### config.mk
export PLATFORM = sky130hd
export DESIGN_NAME = ux607_uartrx_cfg
export DESIGN_NICKNAME = d
export VERILOG_FILES = /design/src/rtl/ux607_uartrx_pkg.sv /design/src/rtl/ux607_uartrx_tickgen.sv /design/src/rtl/ux607_uartrx_cfg.sv
export SDC_FILE = /design/constraint.sdc
export NUM_CORES = 1
export LEC_CHECK = 0
export BUFFER_PORTS_ARGS = -buffer_cell sky130_fd_sc_hd__buf_2
export CAP_MARGIN = 10
export CELL_PAD_IN_SITES_DETAIL_PLACEMENT = 0
export CELL_PAD_IN_SITES_GLOBAL_PLACEMENT = 1
export CORE_ASPECT_RATIO = 1.75
export CORE_MARGIN = 2
export CORE_UTILIZATION = 49
export CTS_BUF_LIST = sky130_fd_sc_hd__clkbuf_8
export DETAILED_ROUTE_END_ITERATION = 10
export HOLD_SLACK_MARGIN = 0.02
export PLACE_DENSITY = 0.95
export SLEW_MARGIN = 20
export SYNTH_ARGS = -nofsm -noshare
export SYNTH_HDL_FRONTEND = slang
export SYNTH_SLANG_ARGS = --single-unit
### constraint.sdc
create_clock -name clock -period 2.75 [get_ports clock]
set_input_delay 0.1375 -clock clock [delete_from_list [all_inputs] [get_ports clock]]
set_output_delay 0.1375 -clock clock [all_outputs]
set_load 0.05 [all_outputs]
### src/rtl/ux607_uartrx_pkg.sv
// ---------------------------------------------------------------------------
// ux607_uartrx_pkg
//  Shared types and helpers for the UART receive engine.
//   - state_t      : receiver FSM state encoding
//   - half/full-bit timer reload helpers, expressed in oversample ticks
//   - majority3    : 2-of-3 vote used by the bit sampler
// ---------------------------------------------------------------------------
package ux607_uartrx_pkg;

   localparam int STATE_W = 3;

   typedef enum logic [STATE_W-1:0] {
      ST_IDLE   = 3'd0,
      ST_START  = 3'd1,
      ST_DATA   = 3'd2,
      ST_PARITY = 3'd3,
      ST_STOP   = 3'd4
   } state_t;

   // Timer expires when it has counted down through zero, so a reload of N
   // spans N+1 ticks. The half-bit value lands the first sample just past the
   // centre of the start bit; every later sample is one full bit apart.
   function automatic int half_bit_reload(input int osr_log2);
      return 1 << (osr_log2 - 1);
   endfunction

   function automatic int full_bit_reload(input int osr_log2);
      return (1 << osr_log2) - 1;
   endfunction

   function automatic logic majority3(input logic [2:0] s);
      return (s[0] & s[1]) | (s[0] & s[2]) | (s[1] & s[2]);
   endfunction

endpackage

### src/rtl/ux607_uartrx_tickgen.sv
// ---------------------------------------------------------------------------
// ux607_uartrx_tickgen
//  Oversample prescaler. Counts down while the receiver is busy and raises
//  tick for one cycle when it reaches zero, reloading at the same time.
//  A reload of R gives one tick every R+1 busy cycles (R=0: every cycle).
//
//  Ports
//   clock    in   rising-edge clock
//   reset    in   synchronous, active-high
//   busy     in   receiver is inside a frame
//   restart  in   start edge accepted; realign the prescaler phase
//   reload   in   prescaler reload value
//   tick     out  oversample strobe (combinational from prescaler state)
// ---------------------------------------------------------------------------
module ux607_uartrx_tickgen
   import ux607_uartrx_pkg::*;
#(
   parameter int RLD_W = 12
) (
   input  logic             clock,
   input  logic             reset,
   input  logic             busy,
   input  logic             restart,
   input  logic [RLD_W-1:0] reload,
   output logic             tick
);

   logic [RLD_W-1:0] prescaler;

   assign tick = busy && (prescaler == '0);

   always_ff @(posedge clock) begin
      if (reset) begin
         prescaler <= '0;
      end else if (restart || tick) begin
         prescaler <= reload;
      end else if (busy) begin
         prescaler <= prescaler - 1'b1;
      end
   end

endmodule

### src/rtl/ux607_uartrx_cfg.sv
// ---------------------------------------------------------------------------
// ux607_uartrx_cfg
//  UART receive engine: start-edge debounce, 2-of-3 majority bit sampling at
//  2**OSR_LOG2 oversampling, run-time data length and stop-bit count, and a
//  single-entry valid/ready output slot with overrun and framing flags.
//
//  Optional feature macro: UX607_UARTRX_PARITY_EN
//   defined   : adds io_par_en / io_par_odd / io_parity_err and a PARITY state
//   undefined : data bits go straight to the stop bit(s)
//
//  Ports
//   clock          in   rising-edge clock
//   reset          in   synchronous, active-high
//   io_en          in   receiver enable; low abandons any frame in flight
//   io_in          in   serial line (already synchronised), idle high
//   io_div         in   bit period; prescaler reload = io_div[DIV_W-1:OSR_LOG2]
//   io_nbits       in   data bits per frame, 5..DATA_W
//   io_nstop       in   0: one stop bit, 1: two stop bits
//   io_out_valid   out  received word available
//   io_out_ready   in   consumer accepts the word
//   io_out_bits    out  received word, right-aligned, upper bits zero
//   io_frame_err   out  1-cycle pulse: a stop bit sampled low
//   io_overrun     out  1-cycle pulse: word completed while slot was full
//   io_par_en      in   (parity build) parity bit present
//   io_par_odd     in   (parity build) 1: odd parity, 0: even
//   io_parity_err  out  (parity build) 1-cycle pulse: parity mismatch
// ---------------------------------------------------------------------------
// state   | meaning
// --------+-----------------------------------------------------------------
// IDLE    | line watched, debounce counter tracks low level
// START   | half-bit wait, then confirm start bit (high = glitch)
// DATA    | one sample per bit, LSB first, bitcnt counts down
// PARITY  | parity bit sampled and compared (parity build only)
// STOP    | one or two stop bits checked, word delivered or flagged
// ---------------------------------------------------------------------------
module ux607_uartrx_cfg
   import ux607_uartrx_pkg::*;
#(
   parameter int DATA_W   = 9,
   parameter int DIV_W    = 16,
   parameter int OSR_LOG2 = 4,
   parameter int DEB_W    = 2
) (
   input  logic                          clock,
   input  logic                          reset,
   input  logic                          io_en,
   input  logic                          io_in,
   input  logic [DIV_W-1:0]              io_div,
   input  logic [$clog2(DATA_W+1)-1:0]   io_nbits,
   input  logic                          io_nstop,
   output logic                          io_out_valid,
   input  logic                          io_out_ready,
   output logic [DATA_W-1:0]             io_out_bits,
`ifdef UX607_UARTRX_PARITY_EN
   input  logic                          io_par_en,
   input  logic                          io_par_odd,
   output logic                          io_parity_err,
`endif
   output logic                          io_frame_err,
   output logic                          io_overrun
);

   localparam int NB_W  = $clog2(DATA_W + 1);
   localparam int RLD_W = DIV_W - OSR_LOG2;

   localparam logic [OSR_LOG2-1:0] TMR_HALF = OSR_LOG2'(half_bit_reload(OSR_LOG2));
   localparam logic [OSR_LOG2-1:0] TMR_FULL = OSR_LOG2'(full_bit_reload(OSR_LOG2));
   localparam logic [DEB_W-1:0]    DEB_MAX  = '1;

   state_t              state;
   logic [OSR_LOG2-1:0] timer;
   logic [NB_W-1:0]     bitcnt;
   logic [DEB_W-1:0]    debounce;
   logic [2:0]          samples;
   logic [DATA_W-1:0]   shifter;
   logic [DATA_W-1:0]   shift_nxt;
   logic [DATA_W-1:0]   out_bits;
   logic                out_valid;
   logic                second_stop;
   logic                discard;
   logic                frame_err_q;
   logic                overrun_q;
`ifdef UX607_UARTRX_PARITY_EN
   logic                parity_err_q;
`endif

   logic                tick;
   logic                expire;
   logic                busy;
   logic                restart;
   logic                maj;
   logic [NB_W-1:0]     msb_idx;
   logic                div_frac_unused;

   // Fractional part of the divider has no effect at this oversample ratio.
   assign div_frac_unused = ^io_div[OSR_LOG2-1:0];

   assign busy    = (state != ST_IDLE);
   assign restart = io_en && (state == ST_IDLE) && !io_in && (debounce == DEB_MAX);
   assign expire  = tick && (timer == '0);

   // The vote includes the sample being taken on this tick, so the decision
   // uses the three most recent oversamples around the bit centre.
   assign maj     = majority3({samples[1:0], io_in});
   assign msb_idx = io_nbits - NB_W'(1);

   // New bit enters at the top of the selected frame width and walks down,
   // so the first (LSB) bit ends up in bit 0 once all bits are in.
   always_comb begin
      shift_nxt          = shifter >> 1;
      shift_nxt[msb_idx] = maj;
   end

   ux607_uartrx_tickgen #(
      .RLD_W (RLD_W)
   ) u_tickgen (
      .clock   (clock),
      .reset   (reset),
      .busy    (busy),
      .restart (restart),
      .reload  (io_div[DIV_W-1:OSR_LOG2]),
      .tick    (tick)
   );

   always_ff @(posedge clock) begin
      if (reset) begin
         state        <= ST_IDLE;
         timer        <= '0;
         bitcnt       <= '0;
         debounce     <= '0;
         samples      <= '0;
         shifter      <= '0;
         second_stop  <= 1'b0;
         discard      <= 1'b0;
         out_valid    <= 1'b0;
         out_bits     <= '0;
         frame_err_q  <= 1'b0;
         overrun_q    <= 1'b0;
`ifdef UX607_UARTRX_PARITY_EN
         parity_err_q <= 1'b0;
`endif
      end else begin
         frame_err_q  <= 1'b0;
         overrun_q    <= 1'b0;
`ifdef UX607_UARTRX_PARITY_EN
         parity_err_q <= 1'b0;
`endif

         if (tick) begin
            samples <= {samples[1:0], io_in};
         end

         // Slot empties after a handshake; a delivery below in the same
         // cycle overrides this and keeps valid high (back-to-back).
         if (out_valid && io_out_ready) begin
            out_valid <= 1'b0;
         end

         if (!io_en) begin
            state    <= ST_IDLE;
            debounce <= '0;
         end else begin
            if (busy && tick) begin
               timer <= expire ? TMR_FULL : timer - 1'b1;
            end

            unique case (state)
               ST_IDLE: begin
                  if (!io_in) begin
                     if (debounce == DEB_MAX) begin
                        state       <= ST_START;
                        timer       <= TMR_HALF;
                        debounce    <= '0;
                        shifter     <= '0;
                        second_stop <= 1'b0;
                        discard     <= 1'b0;
                     end else begin
                        debounce <= debounce + 1'b1;
                     end
                  end else if (debounce != '0) begin
                     debounce <= debounce - 1'b1;
                  end
               end

               ST_START: begin
                  if (expire) begin
                     if (!maj) begin
                        state  <= ST_DATA;
                        bitcnt <= msb_idx;
                     end else begin
                        state <= ST_IDLE;
                     end
                  end
               end

               ST_DATA: begin
                  if (expire) begin
                     shifter <= shift_nxt;
                     if (bitcnt == '0) begin
`ifdef UX607_UARTRX_PARITY_EN
                        state <= io_par_en ? ST_PARITY : ST_STOP;
`else
                        state <= ST_STOP;
`endif
                     end else begin
                        bitcnt <= bitcnt - 1'b1;
                     end
                  end
               end

`ifdef UX607_UARTRX_PARITY_EN
               ST_PARITY: begin
                  if (expire) begin
                     // Mismatch still runs the stop check so a framing
                     // error on the same frame is reported as well.
                     if (((^shifter) ^ io_par_odd) != maj) begin
                        parity_err_q <= 1'b1;
                        discard      <= 1'b1;
                     end
                     state <= ST_STOP;
                  end
               end
`endif

               ST_STOP: begin
                  if (expire) begin
                     if (!maj) begin
                        frame_err_q <= 1'b1;
                        state       <= ST_IDLE;
                     end else if (io_nstop && !second_stop) begin
                        second_stop <= 1'b1;
                     end else begin
                        state <= ST_IDLE;
                        if (!discard) begin
                           if (!out_valid || io_out_ready) begin
                              out_bits  <= shifter;
                              out_valid <= 1'b1;
                           end else begin
                              overrun_q <= 1'b1;
                           end
                        end
                     end
                  end
               end

               default: state <= ST_IDLE;
            endcase
         end
      end
   end

   assign io_out_valid  = out_valid;
   assign io_out_bits   = out_bits;
   assign io_frame_err  = frame_err_q;
   assign io_overrun    = overrun_q;
`ifdef UX607_UARTRX_PARITY_EN
   assign io_parity_err = parity_err_q;
`endif

endmodule
==> impl_metrics.yaml <==
route:
  ant_nets: 0
  via_count: 2364
  route.detailed.drc: 0
  drt-initial-drc-count: 101
  wire_per_inst_um: 14.19
  wl_um: 5972
  dr.pass1.iters: 4
  vias_per_cell: 5.615
logic_synthesis:
  syn_avg_cell_area_um2: 8.813
  ys_async_sr_fraction: 0
  synth_edf_count: 0
  synth_fp_nets: 357
  syn_inst: 319
  synth_warnings: 0
  ys_seq_area_frac: 0.3489
  yosys_register_bits: 49
  synthesis.area_um2: 2811
  ys.flop_type: "dfxtp_1"
  synth_cell_types: 60
setup_path:
  worstSetupEndpointType: "flop"
  r2r_start: "state[2]"
  worst-r2r-setup-slack_ns: 0.55
  arrival_ns: 2.38
  cp_top_family: "simple AND/OR/NAND/NOR gates"
  critPathMaxFanout: 16
  crit_buf_inv: 0
  crit_chain: "or3_1 > and4_4 > nand2_1 > a21oi_2 > o22ai_1"
  rr_worst_depth: 5
  critical_path_required_ns: 2.92
  crit_path_start_kind: "flop"
  path_class: "reg2reg"
  critPathSlowestCell: "dfxtp_1"
  r2r_end: "shifter[0]"
  critPathMaxStageDelay_ns: 0.59
floorplan:
  die_area_um2: 6384
  initial_utilization: 0.5075
  num_rows: 36
  ios: 38
  fp.dieW_um: 61.26
  fp.dieH_um: 104.2
  core_area_um2: 5540
global_routing:
  grt_use_total: 0.2026
  antenna_found_initial: 0
  grt_overflow: 0
  grt_pass1_vias: 2312
  grt_first_pass_wirelength_um: 10210
  grt_max_degree: 40
placed_design:
  io_buffer_count: 33
  place_congestion: 0.8474
  dp_hpwl_um: 4291
clock_network:
  clk_pin_slew_ns: 0.09
  insertion_delay_ns: 0.30
  cts_sinks: 49
  cts_buffers: 5
  post_cts_buffers: 0
  cts-root-buf: "clkbuf_8"
  post_cts_resized: 0
  cts.hold.buffers_added: 0
  tritoncts: "done"
  htree_levels: 2
  clockBufferDepth: 2
flow_run:
  drv_cap: 0
final_layout:
  most-common-layout-cells: "dfxtp_1 (49), nor2_1 (38), buf_2 (33), inv_1 (22), a21oi_1 (22)"
  fin_nets: 382
  final_common_cell: "dfxtp_1"
  post-route-util: 0.5619
  syn2layout_area_growth_pct: 10.73
  drive_above_1_share: 0.1768
  diodes: 0
power:
  leakagePower_nw: 1.248
  power_density_nw_per_um2: 455.7
  irDropWorstVdd_uv: 289.5
sta:
  setup_violations: 0
  fin_crit_sh: 0.8018
  rsz0062_at_grt: "false"
  relSlewSlack: 0.5181
  fin_skew_ns: 0.008108
  fmax_ghz: 0.4535
  final-hold-violation-count: 0
  period_minus_slack_ns: 2.205
  tns_ns: 0
  tightest_slew_ns: 0.7228
  drv_slew: 0
min_path:
  min_path_type: "in2reg"
  hold_path_startpoint: "io_div[4]"
  whs_endpoint: "u_tickgen.prescaler[0]"
  hold_depth: 3
status:
  status: "completed"
==> where the power goes <==
part | switching [W] | internal (W)
clock network | 0.000252 | 0.000366
logic | 0.0000529 | 0.0000337
registers | 0.00000287 | 0.000711
==> cells in the mapped netlist, drive strengths merged (2+ instances only) <==
library cell	number	share of area
dfxtp	49	0.35
nor2	38	0.051
a21oi	24	0.045
inv	22	0.029
mux2i	15	0.053
buf	12	0.034
ha	12	0.053
a211oi	11	0.029
nand2	11	0.015
o22ai	11	0.029
nor3	10	0.020
o21ai	9	0.016
a31oi	8	0.018
xor2	8	0.025
clkbuf	6	0.0080
nor3b	6	0.026
xnor2	6	0.019
nand4	5	0.016
nand2b	4	0.0089
nor4	4	0.016
or2	4	0.0089
or3	4	0.0089
or3b	4	0.012
nor2b	3	0.0067
o211ai	3	0.0080
a211o	2	0.0062
a21o	2	0.0053
a311oi	2	0.0062
a41o	2	0.0071
and2	2	0.0044
and4	2	0.0071
nand3	2	0.0036
nor4b	2	0.0085
o41ai	2	0.0062
or4	2	0.0053
==> how the worst max path moves through the flow <==
stage	from	endpoint	slack, ns	depth (start not counted)
finish	state[2]	shifter[0]	0.55	5
detailed placement	state[2]	shifter[5]	0.56	5
CTS	state[2]	shifter[0]	0.54	5
global placement	state[2]	shifter[5]	0.59	5
global route	state[2]	shifter[1]	0.36	5
floorplan	state[2]	u_tickgen.prescaler[1]	0.99	8
==> metrics by stage <==
stage | cell area, um^2 | worst slack (ns) | cells | hold WS, ns | total power [W]
after floorplan | 2811 | 0.9851 | 319 | 0.2782 | 0.0007858
after global placement | 2975 | 0.5906 | 413 | 0.3798 | 0.0008150
after detailed placement | 2975 | 0.5628 | 413 | 0.3876 | 0.0008170
after CTS | 3113 | 0.5386 | 421 | 0.08601 | 0.001432
after global routing | 3113 | 0.3550 | 421 | 0.1001 | 0.001475
final | 3113 | 0.5451 | 421 | 0.08595 | 0.001419
==> cells by family (layout without fill, tap and decap cells) <==
family | count (synthesis) | count (layout) | share of synthesized area
buf+inv | 40 | 66 | 0.07165
mux | 15 | 15 | 0.05340
fa+ha+maj | 13 | 13 | 0.05696
flops | 49 | 49 | 0.3489
xor+xnor | 14 | 14 | 0.04361
compound gates | 82 | 82 | 0.1989
simple gates | 106 | 106 | 0.2265
==> area by class of cell <==
cell class	count	area, um^2
clock buffers	5	68.82
flip-flops and latches	49	980.9
well taps	76	95.09
fillers	538	2427
repair buffers	36	187.7
multi-input cells	230	1629
inverters	22	82.58
clock inverters	3	68.82
==> tightest hold or removal path, cell delays in order <==
cell,delay (ns)
buf_2,0.09
a21oi_1,0.05
nor2_1,0.07
==> metal layers <==
metal	track usage	part of all wire	vias to the layer above
li1	-	-	1196
met3	0.03731	0.029	10
met1	0.2207	0.39	1115
met5	0	0	-
met4	0.07453	0.018	0
met2	0.3647	0.56	43
==> registers in the layout (all words and copies together) (netlist names) <==
signal	flops
bitcnt	4
debounce	2
io_frame_err	1
io_out_bits	9
io_out_valid	1
io_overrun	1
samples	2
second_stop	1
shifter	9
state	3
timer	4
u_tickgen.prescaler	12
Note: power is estimated with default switching activity, not from simulation.
